==> src/rtl/lcd_scan_gen_if.sv <==
// Pixel-source handshake and LCD panel pins of the scan generator.
// The slave side is the scan generator; the master side is the renderer/board.
interface lcd_scan_gen_if #(
    parameter int BPP  = 2,
    parameter int HPIX = 160,
    parameter int VTOT = 171
);
    localparam int FXW = $clog2(HPIX + 1);
    localparam int FYW = $clog2(VTOT);

    logic           en;
    logic [BPP-1:0] pix_data;
    logic           pix_valid;
    logic           pix_ready;
    logic [FXW-1:0] fetch_x;
    logic [FYW-1:0] fetch_y;
    logic [BPP-1:0] d;
    logic           hsync;
    logic           vsync;
    logic           datal;
    logic           altsig;
    logic           clk;
    logic           control;
    logic           underrun;
    logic           underrun_clr;

    modport master (
        output en, pix_data, pix_valid, underrun_clr,
        input  pix_ready, fetch_x, fetch_y, d, hsync, vsync,
        input  datal, altsig, clk, control, underrun
    );

    modport slave (
        input  en, pix_data, pix_valid, underrun_clr,
        output pix_ready, fetch_x, fetch_y, d, hsync, vsync,
        output datal, altsig, clk, control, underrun
    );
endinterface

==> src/rtl/lcd_scan_gen.sv <==
// LCD scan generator: counters, line pixel FIFO and registered panel pins.
// Starts/stops only on frame boundaries; every pin lags its state by 1 cycle.
module lcd_scan_gen #(
    parameter int HTOT        = 501,
    parameter int VTOT        = 171,
    parameter int HPIX_START  = 80,
    parameter int HPIX        = 160,
    parameter int VPIX        = 160,
    parameter int HSYNC_START = 62,
    parameter int HSYNC_END   = 78,
    parameter int HSYNC_CLK   = 70,
    parameter int DLAT_START  = 485,
    parameter int DLAT_END    = 501,
    parameter int CLK_DIV     = 2,
    parameter int BPP         = 2,
    parameter int FIFO_DEPTH  = 4
) (
    input logic            clk_8m,
    input logic            rst,
    lcd_scan_gen_if.slave  bus
);
    localparam int PW  = $clog2(CLK_DIV);
    localparam int XW  = $clog2(HTOT);
    localparam int YW  = $clog2(VTOT);
    localparam int FXW = $clog2(HPIX + 1);
    localparam int AW  = $clog2(FIFO_DEPTH);

    logic           running_q, running_d;
    logic [PW-1:0]  phase_q, phase_d;
    logic [XW-1:0]  xpos_q, xpos_d;
    logic [YW-1:0]  ypos_q, ypos_d;
    logic           alt_q, alt_d;

    logic [BPP-1:0] mem_q [FIFO_DEPTH];
    logic [AW-1:0]  wp_q, rp_q;
    logic [AW:0]    cnt_q;
    logic [FXW-1:0] fx_q;
    logic [YW-1:0]  fy_q;
    logic [BPP-1:0] cur_q;
    logic           urun_q;

    logic [BPP-1:0] d_q, d_d;
    logic           hs_q, hs_d, vs_q, vs_d, dl_q, dl_d;
    logic           ck_q, ck_d, ct_q, ct_d, as_q, as_d;

    int   xi, yi, pi;
    logic tick, eol, eof, act, nx_act;
    logic full, empty, ready, push, pop;

    assign xi = int'(xpos_q);
    assign yi = int'(ypos_q);
    assign pi = int'(phase_q);

    assign tick   = running_q && (pi == CLK_DIV - 1);
    assign eol    = tick && (xi == HTOT - 1);
    assign eof    = eol && (yi == VTOT - 1);
    assign act    = (yi < VPIX) && (xi >= HPIX_START) && (xi < HPIX_START + HPIX);
    assign nx_act = tick && !eol && (yi < VPIX)
                  && (xi + 1 >= HPIX_START) && (xi + 1 < HPIX_START + HPIX);

    assign full  = int'(cnt_q) == FIFO_DEPTH;
    assign empty = cnt_q == '0;
    assign ready = running_q && !full && (int'(fx_q) < HPIX) && (int'(fy_q) < VPIX);
    assign push  = bus.pix_valid && ready && !eol;
    assign pop   = nx_act && !empty;

    // Next scan position; en is only honoured at the frame boundary when stopping.
    always_comb begin
        running_d = running_q;
        phase_d   = phase_q;
        xpos_d    = xpos_q;
        ypos_d    = ypos_q;
        alt_d     = alt_q;
        if (!running_q) begin
            running_d = bus.en;
        end else begin
            phase_d = (pi == CLK_DIV - 1) ? '0 : phase_q + 1'b1;
            if (eol) begin
                xpos_d = '0;
                if (eof) begin
                    ypos_d = '0;
                    alt_d  = ~alt_q;
                    if (!bus.en) begin
                        running_d = 1'b0;
                        alt_d     = 1'b0;
                    end
                end else begin
                    ypos_d = ypos_q + 1'b1;
                end
            end else if (tick) begin
                xpos_d = xpos_q + 1'b1;
            end
        end
    end

    // Scan state registers.
    always_ff @(posedge clk_8m or posedge rst) begin
        if (rst) begin
            running_q <= 1'b0;
            phase_q   <= '0;
            xpos_q    <= '0;
            ypos_q    <= '0;
            alt_q     <= 1'b0;
        end else begin
            running_q <= running_d;
            phase_q   <= phase_d;
            xpos_q    <= xpos_d;
            ypos_q    <= ypos_d;
            alt_q     <= alt_d;
        end
    end

    // FIFO storage; stale entries are harmless since pointers gate them.
    always_ff @(posedge clk_8m) begin
        if (push) begin
            mem_q[wp_q] <= bus.pix_data;
        end
    end

    // FIFO control, fetch cursor, per-slot pixel latch and sticky underrun.
    always_ff @(posedge clk_8m or posedge rst) begin
        if (rst) begin
            wp_q   <= '0;
            rp_q   <= '0;
            cnt_q  <= '0;
            fx_q   <= '0;
            fy_q   <= '0;
            cur_q  <= '1;
            urun_q <= 1'b0;
        end else begin
            if (eol) begin
                wp_q  <= '0;
                rp_q  <= '0;
                cnt_q <= '0;
                fx_q  <= '0;
                fy_q  <= ypos_d;
            end else begin
                if (push) begin
                    wp_q <= wp_q + 1'b1;
                    fx_q <= fx_q + 1'b1;
                end
                if (pop) begin
                    rp_q <= rp_q + 1'b1;
                end
                if (push && !pop) begin
                    cnt_q <= cnt_q + 1'b1;
                end else if (pop && !push) begin
                    cnt_q <= cnt_q - 1'b1;
                end
            end
            if (nx_act) begin
                cur_q <= empty ? '1 : ~mem_q[rp_q];
            end
            if (nx_act && empty) begin
                urun_q <= 1'b1;
            end else if (bus.underrun_clr) begin
                urun_q <= 1'b0;
            end
        end
    end

    // Decode of the current scan position into the next pin values.
    always_comb begin
        d_d  = '1;
        hs_d = 1'b0;
        vs_d = 1'b0;
        dl_d = 1'b0;
        ck_d = 1'b0;
        ct_d = 1'b0;
        as_d = 1'b0;
        if (running_q) begin
            vs_d = (yi == 0);
            hs_d = (xi >= HSYNC_START) && (xi < HSYNC_END);
            dl_d = (xi >= DLAT_START) && (xi < DLAT_END);
            ct_d = (xi < 10) || (xi >= 31 && xi <= 34)
                || (xi >= 181 && xi <= 184) || (xi >= 321 && xi <= 325)
                || (xi >= DLAT_START);
            ck_d = (act && (pi < CLK_DIV / 2))
                || (xi == HSYNC_CLK) || (xi == HSYNC_CLK + 1);
            d_d  = act ? cur_q : '1;
            as_d = alt_q;
        end
    end

    // Panel pin registers.
    always_ff @(posedge clk_8m or posedge rst) begin
        if (rst) begin
            d_q  <= '1;
            hs_q <= 1'b0;
            vs_q <= 1'b0;
            dl_q <= 1'b0;
            ck_q <= 1'b0;
            ct_q <= 1'b0;
            as_q <= 1'b0;
        end else begin
            d_q  <= d_d;
            hs_q <= hs_d;
            vs_q <= vs_d;
            dl_q <= dl_d;
            ck_q <= ck_d;
            ct_q <= ct_d;
            as_q <= as_d;
        end
    end

    assign bus.pix_ready = ready;
    assign bus.fetch_x   = fx_q;
    assign bus.fetch_y   = fy_q;
    assign bus.d         = d_q;
    assign bus.hsync     = hs_q;
    assign bus.vsync     = vs_q;
    assign bus.datal     = dl_q;
    assign bus.altsig    = as_q;
    assign bus.clk       = ck_q;
    assign bus.control   = ct_q;
    assign bus.underrun  = urun_q;
endmodule
==> src/flat_wrapper.sv <==
// flat-port wrapper written by rule: the top's interface ports become plain ports
module lcd_scan_gen_flat 
#(
    parameter int HTOT        = 501,
    parameter int VTOT        = 171,
    parameter int HPIX_START  = 80,
    parameter int HPIX        = 160,
    parameter int VPIX        = 160,
    parameter int HSYNC_START = 62,
    parameter int HSYNC_END   = 78,
    parameter int HSYNC_CLK   = 70,
    parameter int DLAT_START  = 485,
    parameter int DLAT_END    = 501,
    parameter int CLK_DIV     = 2,
    parameter int BPP         = 2,
    parameter int FIFO_DEPTH  = 4
)
  (clk_8m, rst, bus_en, bus_pix_data, bus_pix_valid, bus_underrun_clr, bus_pix_ready, bus_fetch_x, bus_fetch_y, bus_d, bus_hsync, bus_vsync, bus_datal, bus_altsig, bus_clk, bus_control, bus_underrun);
  lcd_scan_gen_if #(.BPP(BPP), .HPIX(HPIX), .VTOT(VTOT)) bus_i ();
  input logic clk_8m;
  input logic rst;
  input wire logic [$bits(bus_i.en)-1:0] bus_en;
  input wire logic [$bits(bus_i.pix_data)-1:0] bus_pix_data;
  input wire logic [$bits(bus_i.pix_valid)-1:0] bus_pix_valid;
  input wire logic [$bits(bus_i.underrun_clr)-1:0] bus_underrun_clr;
  output wire logic [$bits(bus_i.pix_ready)-1:0] bus_pix_ready;
  output wire logic [$bits(bus_i.fetch_x)-1:0] bus_fetch_x;
  output wire logic [$bits(bus_i.fetch_y)-1:0] bus_fetch_y;
  output wire logic [$bits(bus_i.d)-1:0] bus_d;
  output wire logic [$bits(bus_i.hsync)-1:0] bus_hsync;
  output wire logic [$bits(bus_i.vsync)-1:0] bus_vsync;
  output wire logic [$bits(bus_i.datal)-1:0] bus_datal;
  output wire logic [$bits(bus_i.altsig)-1:0] bus_altsig;
  output wire logic [$bits(bus_i.clk)-1:0] bus_clk;
  output wire logic [$bits(bus_i.control)-1:0] bus_control;
  output wire logic [$bits(bus_i.underrun)-1:0] bus_underrun;
  assign bus_i.en = bus_en;
  assign bus_i.pix_data = bus_pix_data;
  assign bus_i.pix_valid = bus_pix_valid;
  assign bus_i.underrun_clr = bus_underrun_clr;
  assign bus_pix_ready = bus_i.pix_ready;
  assign bus_fetch_x = bus_i.fetch_x;
  assign bus_fetch_y = bus_i.fetch_y;
  assign bus_d = bus_i.d;
  assign bus_hsync = bus_i.hsync;
  assign bus_vsync = bus_i.vsync;
  assign bus_datal = bus_i.datal;
  assign bus_altsig = bus_i.altsig;
  assign bus_clk = bus_i.clk;
  assign bus_control = bus_i.control;
  assign bus_underrun = bus_i.underrun;
  lcd_scan_gen #(.HTOT(HTOT), .VTOT(VTOT), .HPIX_START(HPIX_START), .HPIX(HPIX), .VPIX(VPIX), .HSYNC_START(HSYNC_START), .HSYNC_END(HSYNC_END), .HSYNC_CLK(HSYNC_CLK), .DLAT_START(DLAT_START), .DLAT_END(DLAT_END), .CLK_DIV(CLK_DIV), .BPP(BPP), .FIFO_DEPTH(FIFO_DEPTH)) u_core (.clk_8m(clk_8m), .rst(rst), .bus(bus_i));
endmodule
==> config.mk <==
export PLATFORM = sky130hd
export DESIGN_NAME = lcd_scan_gen_flat
export DESIGN_NICKNAME = d
export VERILOG_FILES = /design/src/rtl/lcd_scan_gen_if.sv /design/src/rtl/lcd_scan_gen.sv /design/src/flat_wrapper.sv
export SDC_FILE = /design/constraint.sdc
export NUM_CORES = 1
export LEC_CHECK = 0
export BUFFER_PORTS_ARGS = -buffer_cell sky130_fd_sc_hd__buf_2
export CAP_MARGIN = 20
export CELL_PAD_IN_SITES_DETAIL_PLACEMENT = 0
export CELL_PAD_IN_SITES_GLOBAL_PLACEMENT = 2
export CORE_ASPECT_RATIO = 1.1
export CORE_MARGIN = 2
export CORE_UTILIZATION = 38
export CTS_BUF_LIST = sky130_fd_sc_hd__clkbuf_16
export CTS_CLUSTER_SIZE = 20
export DETAILED_ROUTE_END_ITERATION = 10
export HOLD_SLACK_MARGIN = 0.02
export PLACE_DENSITY_LB_ADDON = 0.1
export SYNTH_ARGS = -nofsm -noshare
export SYNTH_HDL_FRONTEND = slang
export SYNTH_SLANG_ARGS = --single-unit
==> constraint.sdc <==
create_clock -name clk_8m -period 3.65 [get_ports clk_8m]
set_input_delay 0.1825 -clock clk_8m [delete_from_list [all_inputs] [get_ports clk_8m]]
set_output_delay 0.1825 -clock clk_8m [all_outputs]
set_load 0.03 [all_outputs]
[Word-level counts from Yosys, hierarchy flattened]
Memory sizes are Yosys's and may differ from the RTL's.
Index checks and enable logic that the tools add are counted.
Storage, ports and cells
  memory bits (read-only): 0
  bits of input ports: 7
  bits in registers: 54
  RAM bits: 8
  bits in latches: 0
  memories: 1
Memory list
  u_core.mem_q: words 4, width 2, rd ports 1, clocked after memory_dff 0, write ports 1, RTL line lcd_scan_gen.sv:34  | logic [BPP-1:0] mem_q [FIFO_DEPTH];
Operators by class
  bitwise logic cells: 2
  muxes and demuxes: 33
  $lt $le $gt $ge: 19
  reductions and logical operators: 44
  equality and inequality tests: 5
  shift operators: 0
  divide/modulo/power cells: 0
  multipliers: 0
  $add $sub $neg: 9
Operator list (number)
  2-to-1 mux 8 bit: 5
  greater-or-equal comparator 32 x 8 -> 1 bit (second input constant): 1
  zero test 32 bit: 1
  less-than comparator 32 x 9 -> 1 bit (second input constant): 1
  logical AND 1 bit: 24
  less-than comparator 8 bit (second input constant): 3
  equality test 9 x 8 -> 1 bit (second input constant): 2
  greater-or-equal comparator 9 bit (second input constant): 2
  2-to-1 mux 9 bit: 2
  adder 8 x 1 -> 8 bit (second input constant): 2
  2-to-1 mux 1 bit: 16
  2-to-1 mux 2 bit: 7
  adder 9 x 1 -> 10 bit (second input constant): 1
  adder 9 x 1 -> 9 bit (second input constant): 1
  equality test 9 x 5 -> 1 bit (second input constant): 1
  greater-or-equal comparator 9 x 5 -> 1 bit (second input constant): 1
  greater-or-equal comparator 9 x 6 -> 1 bit (second input constant): 1
  greater-or-equal comparator 9 x 7 -> 1 bit (second input constant): 1
  greater-or-equal comparator 9 x 8 -> 1 bit (second input constant): 1
  <= comparator 9 x 6 -> 1 bit (second input constant): 1
  <= comparator 9 x 8 -> 1 bit (second input constant): 1
  <= comparator 9 bit (second input constant): 1
  less-than comparator 9 x 4 -> 1 bit (second input constant): 1
  less-than comparator 9 x 7 -> 1 bit (second input constant): 1
  other kinds (19): 34

[Longest topological paths before layout]
  depth after elaboration: 12
  gate-level depth with buffers: 14

[Least setup slack after synthesis]
OpenSTA, ideal clock, no wires.
  kind: register to register
  from: register u_core.cnt_q[1]
  to: register u_core.cnt_q[2]
  path slack: 0.828 ns
  buffers on the path: 1
  period minus slack after synthesis: 2.822 ns
  arrival time: 2.690 ns
  library setup time: 0.132 ns
  cell stages (with the launch flop): 12
  cells stage by stage: dfrtp_1 -> or3b_2 -> and4_1 -> and2_1 -> buf_2 -> and2_1 -> ha_1 -> fa_1 -> xnor2_1 -> nor2_1 -> xnor2_1 -> nor2_1
Between the ends
  longest elaborated chain between the ends: 10
  elaborated cells on any way between the ends: 20
  those cells by class: add/sub (2); eq/ne (1); mux (3); reduce/logical (14)
Ends and longest elaborated chain
  start: declaration: RTL line lcd_scan_gen.sv:36  | logic [AW:0] cnt_q;
  start signal: assignment: RTL line lcd_scan_gen.sv:146  | cnt_q <= cnt_q + 1'b1;
  start signal: assignment: RTL line lcd_scan_gen.sv:148  | cnt_q <= cnt_q - 1'b1;
  equality test 3 bit *: RTL line lcd_scan_gen.sv:61  | assign full = int'(cnt_q) == FIFO_DEPTH;
  zero test 1 bit *: RTL line lcd_scan_gen.sv:63  | assign ready = running_q && !full && (int'(fx_q) < HPIX) && (int'(fy_q) < VPIX);
  logical AND 1 bit * (3 in a row): RTL line lcd_scan_gen.sv:63
  net bus_pix_ready: RTL line flat_wrapper.sv:26  | output wire logic [$bits(bus_i.pix_ready)-1:0] bus_pix_ready;
  logical AND 1 bit * (2 in a row): RTL line lcd_scan_gen.sv:64  | assign push = bus.pix_valid && ready && !eol;
  logical AND 1 bit or zero test 1 bit (tied branches): RTL line lcd_scan_gen.sv:145, lcd_scan_gen.sv:147
  2-to-1 mux 3 bit or logical AND 1 bit (tied branches): RTL line lcd_scan_gen.sv:145, lcd_scan_gen.sv:147
  2-to-1 mux 3 bit or nonzero test 3 bit (tied branches)
The timed path passes the listed nets; every way through them passes the cells marked *. The select of a mux whose other input is x is not followed.
A chain may end at the register's enable or synchronous reset.

[Worst setup path after layout]
  from: register u_core.xpos_q[1]
  to: register u_core.cnt_q[2]
Between the ends
  longest elaborated chain between the ends: 12
  elaborated cells on any way between the ends: 19
  those cells by class: add/sub (1); order compare (2); eq/ne (1); mux (2); reduce/logical (13)
Ends and longest elaborated chain
  start: declaration: RTL line lcd_scan_gen.sv:30  | logic [XW-1:0] xpos_q, xpos_d;
  start signal: assignment: RTL line lcd_scan_gen.sv:107  | xpos_q <= xpos_d;
  parallel branches: the longest is 12 deep, another holds greater-or-equal comparator 32 x 8 -> 1 bit
Parallel ways; which one is timed is not known.

==> metrics.md <==
| Metric | Value |
|---|---|
| Outcome | `finished, final reports clean` |
| Inserted Clock Buffers | `9` |
| Die ar. | `9500 sq um` |
| Area grow syn2layout | `18.3%` |
| GP Congestion | `0.817` |
| Worst vdd ir | `0.218 mV` |
| Dpl cells | `468` |
| Mapped cell area | `3320 sq um` |
| CP Capture Type | `register` |
| CP Class | `register to register` |
| DR vias | `2556` |
| Initial Utilization | `0.393` |
| Hold_ws | `0.0357 ns` |
| Post-DR vias/cell | `5.27` |
| 1st-iter DRT viols | `67` |
| Worst Path Buf+Inv | `0` |
| First-pass GRT wire length | `12.9 mm` |
| Drt wl/cell | `15.8 microns` |
| Clk slew on worst S/H paths | `0.05 ns` |
| Clk buf depth | `2` |
| Die Width | `93.1 microns` |
| CP arrival | `3.24 ns` |
| Setup tns final | `0 ns` |
| RSZ-0062 raised after global routing | `no` |
| Die H | `102 microns` |
| CP cell instances | `ha_1, nand3_2, nor3_2, o21ai_1, a2111oi_4, nand3_2, ha_1, fa_1, xnor2_1, nor2_1, xnor2_1, nor2_1` |
| Setup Buffers After CTS | `0` |
| Mean Syn Cell Area | `9.93 sq um` |
| All-Layer GR Usage | `0.176` |
| Setup violators final | `0` |
| H-tree levels | `3` |
| Hold Path Class | `input pin to register` |
| DRT Wirelength | `7.66 mm` |
| IO buf count | `32` |
| Fin cells | `485` |
| PnR Total Power | `2.59 mW` |
| Cells after Synth | `334` |
| Post-synth top area cell | `dfrtp_1` |
| TritonRoute pass-1 iters | `4` |
| Post-CTS resize count | `0` |
| Main flop type after synthesis | `dfrtp_1` |
| Initial antenna violation count | `0` |
| Max-Cap Viols | `0` |
| Fraction of registers with async set or reset after synthesis | `0.871` |
| Antenna Cells | `0` |
| Final ANT Viol Nets | `0` |
| Layout cells sized above 1 | `0.203` |
| Worst Setup Start Kind | `register` |
| Worst EP required | `3.86 ns` |
| Max incr delay on CP | `0.53 ns` |
| Hold buffers post-CTS | `1` |
| Yosys reg bits | `62` |
| Worst slew pin tran | `0.641 ns` |
| Clock root cell | `clkbuf_16` |
| Largest net degree at the start of global routing | `31` |
| # IOs | `33` |
| Minimum clock period | `3.03 ns` |
| Post-synthesis sequential area ratio | `0.481` |
| Rel. slew slack | `0.572` |
| Commonest cells in the netlist | `dfrtp_1 (50), nor2_1 (32), o21ai_0 (25)` |
| Syn. warnings | `0` |
| Layout fillers | `815` |
| Synth unique cells | `57` |
| Count leader, synth | `dfrtp_1` |
| Worst Skew | `0.00508 ns` |
| EDFF count, synth | `8` |
| Synth area leaders | `dfrtp_1 (38%), edfxtp_1 (7.2%), ha_1 (4.9%)` |
| Grt total ovfl | `0` |
| Crit share post-route | `0.831` |
| Power Density | `660 nW/um^2` |
| Post-Syn Nets | `355` |
| Clock Latency Late Sink | `0.32 ns` |
| Core area | `8450 sq um` |
| Hold violation count in the final report | `0` |
| Slew Viols, Final | `0` |
| Vias in the first global route | `2521` |
| Clock tree sinks | `62` |
| DRC Markers | `0` |
| CTS tree | `yes` |
| DP Wirelength | `5.28 mm` |
| Fmax | `0.330 GHz` |
| LEAKAGE | `1.72 nW` |
| Slowest cell on crit path | `a2111oi_4` |
| Row cnt | `35` |
| Top cell family by delay on the critical path | `adder cells` |
| Fin nets | `390` |
| Area share of the largest cell type after synthesis | `0.377` |
| CP max FO | `8` |
==> cell usage in the layout, fill, tap and decap left out, types with 7 or more instances in the layout <==
master,n
o21ai_0,25
nand2_1,22
ha_1,13
o31ai_1,7
inv_1,16
nor2_1,32
dfrtp_1,50
edfxtp_1,8
xnor2_1,9
clkbuf_16,9
buf_4,11
a21oi_1,17
buf_2,32
nand4_1,7
xor2_1,8
and3_1,11
nand3_1,15
==> stage by stage <==
stage | instance area (sq um) | setup WS, ns | util
3_5_place_dp | 3610 | 0.612 | 0.427
4_1_cts | 3930 | 0.596 | 0.464
3_3_place_gp | 3610 | 0.632 | 0.427
6_report | 3930 | 0.615 | 0.464
5_1_grt | 3930 | 0.320 | 0.464
2_1_floorplan | 3320 | 0.828 | -
==> sequential cells by signal, indices dropped and copies added (netlist names), 3 cells and up <==
| name | cells |
|---|---|
| u_core.bus.fetch_x | 8 |
| u_core.bus.fetch_y | 8 |
| u_core.cnt_q | 3 |
| u_core.mem_q | 8 |
| u_core.xpos_q | 9 |
| u_core.ypos_q | 8 |
==> metal layers <==
layer	up-vias	part of all wire	track usage
li1	1263	-	-
met1	1235	0.46	0.230
met2	42	0.49	0.285
met3	16	0.024	0.0258
met4	0	0.028	0.0939
met5	-	0	0
==> where the power goes <==
part,internal [mW],switching (mW)
sequential,0.822,0.145
clock,0.587,0.298
combinational,0.289,0.451
total,1.70,0.893
==> area by class of cell <==
type | count | area (sq um) | share of cell area
Clock inverter | 7 | 82.6 | 0.0210
Clock buffer | 9 | 225 | 0.0574
Sequential cell | 62 | 1600 | 0.407
Multi-Input combinational cell | 238 | 1580 | 0.402
Tap cell | 111 | 139 | 0.0354
Timing Repair Buffer | 44 | 253 | 0.0644
Inverter | 14 | 52.6 | 0.0134
==> worst reg2reg max path, cell delays in order (launching register included) <==
cell and delay (ns):
dfrtp_1 0.35, ha_1 0.31, nand3_2 0.21, nor3_2 0.20, o21ai_1 0.12, a2111oi_4 0.53
nand3_2 0.15, ha_1 0.25, fa_1 0.38, xnor2_1 0.13, nor2_1 0.11, xnor2_1 0.13
nor2_1 0.05
==> cell families (layout without fill, tap and decap cells) <==
logic type / after synthesis / after routing / synth area share
simple gates: 121 / 121 / 0.190
compound gates: 78 / 78 / 0.152
fa+ha+maj: 14 / 14 / 0.0551
buf+inv: 34 / 74 / 0.0437
flops: 62 / 62 / 0.481
xor+xnor: 17 / 17 / 0.0449
mux: 8 / 8 / 0.0324
==> path summary, 6_finish.rpt <==
check	startpoint	endpoint	slack, ns	depth (start not counted)
max in group asynchronous	rst	u_core.cur_q[1]	2.33	4
max	u_core.xpos_q[1]	u_core.cnt_q[2]	0.62	12
max reg2reg	u_core.xpos_q[1]	u_core.cnt_q[2]	0.62	12
min	bus_underrun_clr	u_core.bus.underrun	0.04	2
min in group asynchronous	rst	u_core.bus.control	0.49	3
min reg2reg	u_core.bus.fetch_y[2]	u_core.bus.fetch_y[2]	0.48	2
(Power assumes the default switching activity.)
